[src/rtl/rom_arbiter_pkg.sv]
// Shared types and constants for the GB/NES block-ROM arbiter.
// State and owner encodings are fixed so waveforms match the sound-core docs.
package rom_arbiter_pkg;

   typedef enum logic [1:0] {
      ST_IDLE = 2'd0,
      ST_WAIT = 2'd1,
      ST_RESP = 2'd2
   } state_e;

   typedef enum logic {
      OWN_GB  = 1'b0,
      OWN_NES = 1'b1
   } owner_e;

   localparam int          GB_ADDR_W        = 18;
   localparam int          NES_ADDR_W       = 17;
   localparam int          CNT_W            = 3;
   localparam logic [17:0] NES_BASE_DEFAULT = 18'h20000;

endpackage

[src/rtl/rom_arbiter_if.sv]
// Requester and ROM-side signals of the arbiter, bundled into one bus.
// The slave modport is the arbiter; the master modport is the surrounding system.
interface rom_arbiter_if #(
   parameter int ADDR_W = 18,
   parameter int DATA_W = 24
);
   import rom_arbiter_pkg::*;

   logic                  gb_req;
   logic [GB_ADDR_W-1:0]  gb_addr;
   logic                  gb_ack;
   logic [DATA_W-1:0]     gb_data;
   logic                  nes_req;
   logic [NES_ADDR_W-1:0] nes_addr;
   logic                  nes_ack;
   logic [DATA_W-1:0]     nes_data;
   logic [ADDR_W-1:0]     rom_addr;
   logic [DATA_W-1:0]     rom_data;
   logic                  busy;
   logic                  owner;

   modport slave (
      input  gb_req, gb_addr, nes_req, nes_addr, rom_data,
      output gb_ack, gb_data, nes_ack, nes_data, rom_addr, busy, owner
   );

   modport master (
      output gb_req, gb_addr, nes_req, nes_addr, rom_data,
      input  gb_ack, gb_data, nes_ack, nes_data, rom_addr, busy, owner
   );

endinterface

[src/rtl/rom_arbiter_rr_arb2.sv]
// Two-requester round-robin picker. The pointer names the side that wins a tie
// and moves to the losing side whenever update_i strobes a grant.
module rr_arb2
   import rom_arbiter_pkg::*;
(
   input  logic   clk,
   input  logic   rst_n,
   input  logic   gb_req_i,
   input  logic   nes_req_i,
   input  logic   update_i,
   output owner_e grant_o,
   output logic   valid_o
);

   owner_e ptr_q;

   // NOTE: every variable gets a default first so no latch can be inferred.
   always_comb begin
      valid_o = gb_req_i | nes_req_i;
      grant_o = OWN_GB;
      if (gb_req_i && nes_req_i) grant_o = ptr_q;
      else if (nes_req_i)        grant_o = OWN_NES;
   end

   // NOTE: state uses non-blocking assignments so all flops update together.
   always_ff @(posedge clk or negedge rst_n) begin
      if (!rst_n) begin
         ptr_q <= OWN_GB;
      end else if (update_i) begin
         ptr_q <= (grant_o == OWN_GB) ? OWN_NES : OWN_GB;
      end
   end

endmodule

[src/rtl/rom_arbiter.sv]
// Shares one synchronous block ROM between the GB and NES sound cores with a
// round-robin req/ack handshake and an internally sequenced read latency.
module rom_arbiter
   import rom_arbiter_pkg::*;
#(
   parameter int                ADDR_W   = 18,
   parameter int                DATA_W   = 24,
   parameter int                ROM_LAT  = 2,
   parameter logic [ADDR_W-1:0] NES_BASE = ADDR_W'(NES_BASE_DEFAULT)
) (
   input  logic         clk,
   input  logic         rst_n,
   rom_arbiter_if.slave bus
);

   state_e             state_q;
   logic [CNT_W-1:0]   cnt_q;
   owner_e             owner_q;
   logic [ADDR_W-1:0]  rom_addr_q;
   logic [DATA_W-1:0]  gb_data_q;
   logic [DATA_W-1:0]  nes_data_q;
   logic               gb_ack_q;
   logic               nes_ack_q;
   logic               busy_q;

   owner_e             arb_grant;
   logic               arb_valid;
   logic               grant_stb;
   logic [ADDR_W-1:0]  nes_rom_addr;

   assign grant_stb = (state_q == ST_IDLE) && arb_valid;

   // NES lives in the upper ROM region; overflow past ADDR_W wraps on purpose.
   assign nes_rom_addr = NES_BASE + ADDR_W'(bus.nes_addr);

   rr_arb2 u_arb (
      .clk       (clk),
      .rst_n     (rst_n),
      .gb_req_i  (bus.gb_req),
      .nes_req_i (bus.nes_req),
      .update_i  (grant_stb),
      .grant_o   (arb_grant),
      .valid_o   (arb_valid)
   );

   always_ff @(posedge clk or negedge rst_n) begin
      if (!rst_n) begin
         state_q    <= ST_IDLE;
         cnt_q      <= '0;
         owner_q    <= OWN_GB;
         rom_addr_q <= '0;
         gb_data_q  <= '0;
         nes_data_q <= '0;
         gb_ack_q   <= 1'b0;
         nes_ack_q  <= 1'b0;
         busy_q     <= 1'b0;
      end else begin
         gb_ack_q  <= 1'b0;
         nes_ack_q <= 1'b0;
         case (state_q)
            ST_IDLE: begin
               if (arb_valid) begin
                  owner_q    <= arb_grant;
                  rom_addr_q <= (arb_grant == OWN_GB) ? ADDR_W'(bus.gb_addr) : nes_rom_addr;
                  cnt_q      <= CNT_W'(ROM_LAT);
                  busy_q     <= 1'b1;
                  state_q    <= ST_WAIT;
               end
            end
            ST_WAIT: begin
               if (cnt_q == '0) begin
                  // Only the owner's data register is written; the other holds.
                  if (owner_q == OWN_NES) begin
                     nes_data_q <= bus.rom_data;
                     nes_ack_q  <= 1'b1;
                  end else begin
                     gb_data_q  <= bus.rom_data;
                     gb_ack_q   <= 1'b1;
                  end
                  state_q <= ST_RESP;
               end else begin
                  cnt_q <= cnt_q - 1'b1;
               end
            end
            ST_RESP: begin
               busy_q  <= 1'b0;
               state_q <= ST_IDLE;
            end
            default: begin
               busy_q  <= 1'b0;
               state_q <= ST_IDLE;
            end
         endcase
      end
   end

   assign bus.rom_addr = rom_addr_q;
   assign bus.gb_data  = gb_data_q;
   assign bus.nes_data = nes_data_q;
   assign bus.gb_ack   = gb_ack_q;
   assign bus.nes_ack  = nes_ack_q;
   assign bus.busy     = busy_q;
   assign bus.owner    = owner_q;

endmodule

[src/flat_wrapper.sv]
// flat-port wrapper written by rule: the top's interface ports become plain ports
module rom_arbiter_flat import rom_arbiter_pkg::*;
#(
   parameter int                ADDR_W   = 18,
   parameter int                DATA_W   = 24,
   parameter int                ROM_LAT  = 2,
   parameter logic [ADDR_W-1:0] NES_BASE = ADDR_W'(NES_BASE_DEFAULT)
)
  (clk, rst_n, bus_gb_req, bus_gb_addr, bus_nes_req, bus_nes_addr, bus_rom_data, bus_gb_ack, bus_gb_data, bus_nes_ack, bus_nes_data, bus_rom_addr, bus_busy, bus_owner);
  rom_arbiter_if #(.ADDR_W(ADDR_W), .DATA_W(DATA_W)) bus_i ();
  input  logic clk;
  input  logic rst_n;
  input wire logic [$bits(bus_i.gb_req)-1:0] bus_gb_req;
  input wire logic [$bits(bus_i.gb_addr)-1:0] bus_gb_addr;
  input wire logic [$bits(bus_i.nes_req)-1:0] bus_nes_req;
  input wire logic [$bits(bus_i.nes_addr)-1:0] bus_nes_addr;
  input wire logic [$bits(bus_i.rom_data)-1:0] bus_rom_data;
  output wire logic [$bits(bus_i.gb_ack)-1:0] bus_gb_ack;
  output wire logic [$bits(bus_i.gb_data)-1:0] bus_gb_data;
  output wire logic [$bits(bus_i.nes_ack)-1:0] bus_nes_ack;
  output wire logic [$bits(bus_i.nes_data)-1:0] bus_nes_data;
  output wire logic [$bits(bus_i.rom_addr)-1:0] bus_rom_addr;
  output wire logic [$bits(bus_i.busy)-1:0] bus_busy;
  output wire logic [$bits(bus_i.owner)-1:0] bus_owner;
  assign bus_i.gb_req = bus_gb_req;
  assign bus_i.gb_addr = bus_gb_addr;
  assign bus_i.nes_req = bus_nes_req;
  assign bus_i.nes_addr = bus_nes_addr;
  assign bus_i.rom_data = bus_rom_data;
  assign bus_gb_ack = bus_i.gb_ack;
  assign bus_gb_data = bus_i.gb_data;
  assign bus_nes_ack = bus_i.nes_ack;
  assign bus_nes_data = bus_i.nes_data;
  assign bus_rom_addr = bus_i.rom_addr;
  assign bus_busy = bus_i.busy;
  assign bus_owner = bus_i.owner;
  rom_arbiter #(.ADDR_W(ADDR_W), .DATA_W(DATA_W), .ROM_LAT(ROM_LAT), .NES_BASE(NES_BASE)) u_core (.clk(clk), .rst_n(rst_n), .bus(bus_i));
endmodule
[config.mk]
export PLATFORM = sky130hd
export DESIGN_NAME = rom_arbiter_flat
export DESIGN_NICKNAME = d
export VERILOG_FILES = /design/src/rtl/rom_arbiter_pkg.sv /design/src/rtl/rom_arbiter_if.sv /design/src/rtl/rom_arbiter_rr_arb2.sv /design/src/rtl/rom_arbiter.sv /design/src/flat_wrapper.sv
export SDC_FILE = /design/constraint.sdc
export NUM_CORES = 1
export LEC_CHECK = 0
export ABC_AREA = 1
export BUFFER_PORTS_ARGS = -buffer_cell sky130_fd_sc_hd__clkbuf_2
export CAP_MARGIN = 20
export CORE_MARGIN = 1
export CORE_UTILIZATION = 26
export CTS_CLUSTER_DIAMETER = 60
export DETAILED_ROUTE_END_ITERATION = 16
export GPL_ROUTABILITY_DRIVEN = 1
export MAX_ROUTING_LAYER = met4
export PLACE_DENSITY = 0.59
export SYNTH_ARGS = -nofsm -noshare
export SYNTH_HDL_FRONTEND = slang
export SYNTH_SLANG_ARGS = --single-unit
[constraint.sdc]
create_clock -name clk -period 2.37 [get_ports clk]
set_clock_uncertainty 0.1 [all_clocks]
set_input_delay 0.474 -clock clk [delete_from_list [all_inputs] [get_ports clk]]
set_output_delay 0.474 -clock clk [all_outputs]
set_load 0.05 [all_outputs]
==> flow_metrics.tcl, run 1 <==
set metrics [dict create \
    vias 3072 \
    syn_inst 416 \
    grt_pass1_wl_mm 14.1 \
    drt_iter0_drc 142 \
    cts_made_buffers 9 \
    layout_commonest_cell "nand2_1" \
    die-area_sq_um 13400 \
    nets 609 \
    ant_nets 0 \
    final_cell_mix "nand2_1 (172), clkbuf_2 (131), dfrtp_1 (76), nand3_1 (61), inv_1 (45)" \
    ioPinCount 133 \
    yosysSeqAreaShare 0.564 \
    ys.warnings.count 0 \
    firstDrtPassIters 4 \
    grt_util_all_layers 0.142 \
    dpl.hpwl_mm 6.17 \
    cts_max_level 3 \
    diodes 0 \
    ys_seq_elements 76 \
    hold_ws_ns 0.0144 \
    path_clk_slew_ns 0.05 \
    hold_viol_final 0 \
    post_cts_resized 0 \
    setup_viol 0 \
    max_freq_mhz 550 \
    wire_per_inst_microns 12.1 \
    cts-root-buf "clkbuf_16" \
    cts_tree "done" \
    grt_max_degree 41 \
    die_height_microns 116 \
    rsz0062_at_grt "no" \
    core_sq_um 12600 \
    cts_hold_buf 0 \
    syn_nets 481 \
    clk_path_buf_depth 2 \
    netlist_area_sq_um 3370 \
    slew_headroom 0.569 \
    slew_violations 0 \
    synth_cell_types 17 \
    min_path_type "in2async" \
    avgSynthCellArea_sq_um 8.11 \
    dpl_cell_area_sq_um 4190 \
    status "completed" \
    final_area_sq_um 4540 \
    startpoint_type "register" \
    crit_required_ns 2.54 \
    drive_gt1_frac 0.295 \
    cp_max_fo 28 \
    grt-ovfl-total 0 \
    core.rowCount 41 \
    worst_slew_pin_slew_ns 0.645 \
    grt_antenna_before_repair 0 \
    n_fill_cell 1333 \
    setup_tns_ns 0 \
    start_util 0.267 \
    grt_pass1_vias 2868 \
    routed_wl_mm 8.76 \
    cap_viol_max_count 0 \
    fin_crit_ns 1.82 \
    worstSkewPairLatency_ns 0.34 \
    drc 0 \
    period_share 0.767 \
    area_growth_pct 34.7 \
    clkSinkCount 76 \
    gp_routability_congestion 0.711 \
    postCtsSetupRepairBufs 0 \
    critPathCaptureType "register" \
    crit_type "reg2reg" \
    die_x_microns 116 \
    via_per_inst 4.26 \
    arrival_ns 1.99 \
    io_buffers 132 \
]
path summary, 6_finish.rpt:
path	startpoint	cells past startpoint	end	slack [ns]
setup / recovery	u_core.state_q[1]$_DFFE_PN0P_	5	u_core.bus.nes_data[13]$_DFFE_PN0P_	0.55
min in group clk	bus_rom_data[17]	3	u_core.bus.nes_data[17]$_DFFE_PN0P_	0.26
hold / removal	rst_n	1	u_core.bus.nes_data[4]$_DFFE_PN0P_	0.01
hold reg to reg	u_core.bus.gb_data[17]$_DFFE_PN0P_	2	u_core.bus.gb_data[17]$_DFFE_PN0P_	0.37
setup reg to reg	u_core.state_q[1]$_DFFE_PN0P_	5	u_core.bus.nes_data[13]$_DFFE_PN0P_	0.55
max in group asynchronous	rst_n	2	u_core.bus.rom_addr[16]$_DFFE_PN0P_	1.56
flip-flops by register name (all words and copies together), names as in the netlist:
signal and count:
u_core.bus.busy 1, u_core.bus.gb_ack 1, u_core.bus.gb_data 24, u_core.bus.nes_ack 1, u_core.bus.nes_data 24, u_core.bus.owner 1
u_core.bus.rom_addr 18, u_core.cnt_q 3, u_core.state_q 2, u_core.u_arb.ptr_q 1
logic make-up after synthesis:
family,share of synthesized area
AO/OA/AOI/OAI,0.0386
AND/OR/NAND/NOR,0.302
flip-flops,0.564
buffers and inverters,0.0883
adder cells (fa/ha/maj),0.00742
cell usage after synthesis, drive strengths merged:
cell	count	area share
nand2	175	0.20
nand3	62	0.094
nor2	6	0.011
clkbuf	5	0.0056
ha	2	0.0074
o21ai	26	0.039
buf	16	0.029
dfrtp	76	0.56
inv	48	0.053
worst max-delay path, cell delays in order, from the launching register on:
cell,delay [ns]
dfrtp_1,0.40
inv_2,0.07
nand2_2,0.31
nor2_4,0.65
nand2_1,0.11
nand2_1,0.10
per-layer routing:
layer,routed length (microns),vias up,share of wire,global-route usage
li1,-,1543,-,-
met1,3910,1380,0.45,0.170
met2,4070,136,0.47,0.226
met3,631,13,0.072,0.0408
met4,141,0,0.016,0.0538
met5,0,-,0,-
stage by stage:
| step | setup WS (ns) | std cells | utilization |
|---|---|---|---|
| after detailed placement | 0.507 | 705 | 0.332 |
| after CTS | 0.496 | 721 | 0.360 |
| final | 0.551 | 721 | 0.360 |
| after floorplan | 0.846 | 416 | - |
| after global routing | 0.336 | 721 | 0.360 |
| after global placement | 0.488 | 705 | 0.332 |
layout make-up:
class | count | area, sq um | area share
Timing Repair Buffer | 138 | 721 | 0.159
Tap cell | 172 | 215 | 0.0474
Inverter | 48 | 180 | 0.0397
Multi-Input combinational cell | 271 | 1170 | 0.258
Clock buffer | 12 | 256 | 0.0565
Clock inverter | 4 | 95.1 | 0.0209
Sequential cell | 76 | 1900 | 0.419
Power of run 1 is not shown: default switching activity piles up to over one toggle a cycle in this logic, so the estimate is an artifact.
==> run 2, diff against run 1 <==
- ABC_AREA: 1 -> 0
- PLACE_DENSITY: 0.59 -> 0.61
- clock period: 2.37 -> 1.5 ns (I/O delays scaled with it)
==> flow_metrics.tcl, run 2 <==
set metrics [dict create \
    status "finished with violations" \
    violations "negative setup slack" \
    min_path_type "in2reg" \
    crit_type "reg2reg" \
    syn_nets 308 \
    setup_slack_ns -0.234 \
    drc 0 \
    wire_per_inst_microns 14.8 \
    yosysSeqAreaShare 0.591 \
    hold_viol_final 0 \
    grt_util_all_layers 0.138 \
    grt_max_degree 52 \
    slew_violations 0 \
    cts-root-buf "clkbuf_16" \
    vias 2554 \
    hp-start "bus_gb_addr[14]" \
    synth_most_common_cell "dfrtp_1" \
    drt_iter0_drc 123 \
    dpl.hpwl_mm 5.84 \
    period_share 1.16 \
    arrival_ns 1.85 \
    r2r_start "u_core.cnt_q[1]$_DFFE_PN0P_" \
    via_per_inst 4.60 \
    synthArstFlopShare 1.00 \
    io_buffers 132 \
    cp_top_family "simple AND/OR/NAND/NOR gates" \
    cp_max_fo 8 \
    startpoint_type "register" \
    setup_viol 48 \
    grt_antenna_before_repair 0 \
    grt_pass1_vias 2545 \
    ioPinCount 133 \
    routed_wl_mm 8.20 \
    max_stage_delay_ns 0.38 \
    firstDrtPassIters 4 \
    core_sq_um 12000 \
    worstPathCellList "inv_2 > ha_4 > and4bb_4 > and2_4 > buf_12 > mux2_4" \
    pre_cts_ws_ns -0.313 \
    ys.warnings.count 0 \
    area_growth_pct 46.2 \
    worstSkewPairLatency_ns 0.33 \
    syn_inst 243 \
    crit_buf_inv 2 \
    die_x_microns 113 \
    netlist_top_cells_count "dfrtp_1 (76), mux2_2 (29), a21oi_1 (20), mux2_4 (19), o21ai_0 (19)" \
    crit_required_ns 1.61 \
    avgSynthCellArea_sq_um 13.2 \
    cts_tree "done" \
    nets 468 \
    clk_path_buf_depth 2 \
    ys_seq_elements 76 \
    cts_max_level 3 \
    die_height_microns 113 \
    synth.largest_area_cell "dfrtp_1" \
    path_clk_slew_ns 0.06 \
    synth_top_area_frac 0.591 \
    max_freq_mhz 577 \
    drive_gt1_frac 0.581 \
    cp-startpoint "u_core.cnt_q[1]$_DFFE_PN0P_" \
    core.rowCount 40 \
    diodes 0 \
    start_util 0.268 \
    ys.flop_type "dfrtp_1" \
    grt-ovfl-total 0 \
    ant_nets 0 \
    gp_routability_congestion 0.754 \
    slew_headroom 0.725 \
    rsz0062_at_grt "yes" \
    final_cell_mix "clkbuf_2 (130), dfrtp_1 (76), mux2_4 (24), mux2_2 (24), buf_4 (21)" \
    layout_commonest_cell "clkbuf_2" \
    regArea_sq_um 1900 \
    synth_area_leaders "dfrtp_1 (59%), mux2_2 (10%), mux2_4 (8.9%), a31oi_1 (3.3%), a21oi_1 (3.1%)" \
    cap_viol_max_count 0 \
    cts_made_buffers 9 \
    synth_edf_count 0 \
    fin_crit_ns 1.73 \
    n_fill_cell 1127 \
    multi_input_area_sq_um 1230 \
    netlist_area_sq_um 3220 \
    slowest_stage "dfrtp_1" \
    die-area_sq_um 12800 \
    grt_pass1_wl_mm 13.3 \
    critPathCaptureType "register" \
    synth_cell_types 30 \
    clkSinkCount 76 \
    worst_slew_pin_slew_ns 0.412 \
]
## run 2: cell count changes in the layout (fill, tap and decap cells not counted), sizes merged, moves of 2 or more
cell	previous run	this run
inv	48	6
a31oi	0	17
nand3	62	18
nor2	6	4
nand2b	0	2
a21oi	0	20
mux2	0	48
o21ai	26	19
and2	0	2
buf	7	34
nand2	175	1
bufinv	3	1
## run 2: area by class of cell
class                   count  share of cell area
clock buffers              13              0.0574
inverters                   6             0.00479
well taps                 147              0.0391
multi-input cells         144               0.261
flip-flops and latches     76               0.404
repair buffers            166               0.224
clock inverters             3             0.00931
## run 2: kinds of logic after synthesis
family                     synth area share
adders and majority gates           0.00778
muxes                                 0.193
AOI/OAI and AO/OA                     0.104
buffers and inverters                0.0451
and+or+nand+nor                      0.0587
DFF                                   0.591
## run 2: timing repair
item	CTS	global route
setup buffers	4	2
endpoints found under the setup margin	65	69
pin swaps	2	0
endpoints found under the hold margin	76	0
cloned	3	0
resized for setup	17	8
hold buffers	1	0
## run 2: worst reg2reg max path, stage by stage, from the launching register on
cell and delay (ns):
dfrtp_1 0.38, inv_2 0.08, ha_4 0.13, and4bb_4 0.22, and2_4 0.22, buf_12 0.16, mux2_4 0.31
## run 2: metrics by stage
stage	cell area, sq um	instances	util	hold WS (ns)	setup TNS, ns
2_1_floorplan	3220	243	-	-0.0956	-7.52
3_3_place_gp	4170	530	0.347	0.207	-10.98
3_5_place_dp	4170	530	0.347	0.206	-14.12
4_1_cts	4670	554	0.389	0.101	-9.97
5_1_grt	4700	555	0.392	0.114	-12.16
6_report	4700	555	0.392	0.113	-9.79
## run 2: metal layers
metal | part of all wire | vias to the layer above | global-route usage
li1 | - | 1198 | -
met4 | 0.016 | 0 | 0.0596
met1 | 0.45 | 1226 | 0.173
met2 | 0.46 | 118 | 0.217
met5 | 0 | - | -
met3 | 0.073 | 12 | 0.0268
## run 2: path summary, 6_finish.rpt
check | end | cells after the start | slack [ns]
worst max register to register | u_core.bus.gb_data[22]$_DFFE_PN0P_ | 6 | -0.23
worst min register to register | u_core.bus.busy$_DFFE_PN0P_ | 1 | 0.38
max in group asynchronous | u_core.bus.rom_addr[6]$_DFFE_PN0P_ | 3 | 0.61
min in group asynchronous | u_core.bus.gb_data[20]$_DFFE_PN0P_ | 3 | 0.38
worst max-delay path | u_core.bus.gb_data[22]$_DFFE_PN0P_ | 6 | -0.23
worst min-delay path | u_core.bus.rom_addr[14]$_DFFE_PN0P_ | 3 | 0.11
Power of run 2 is left out for the same reason.
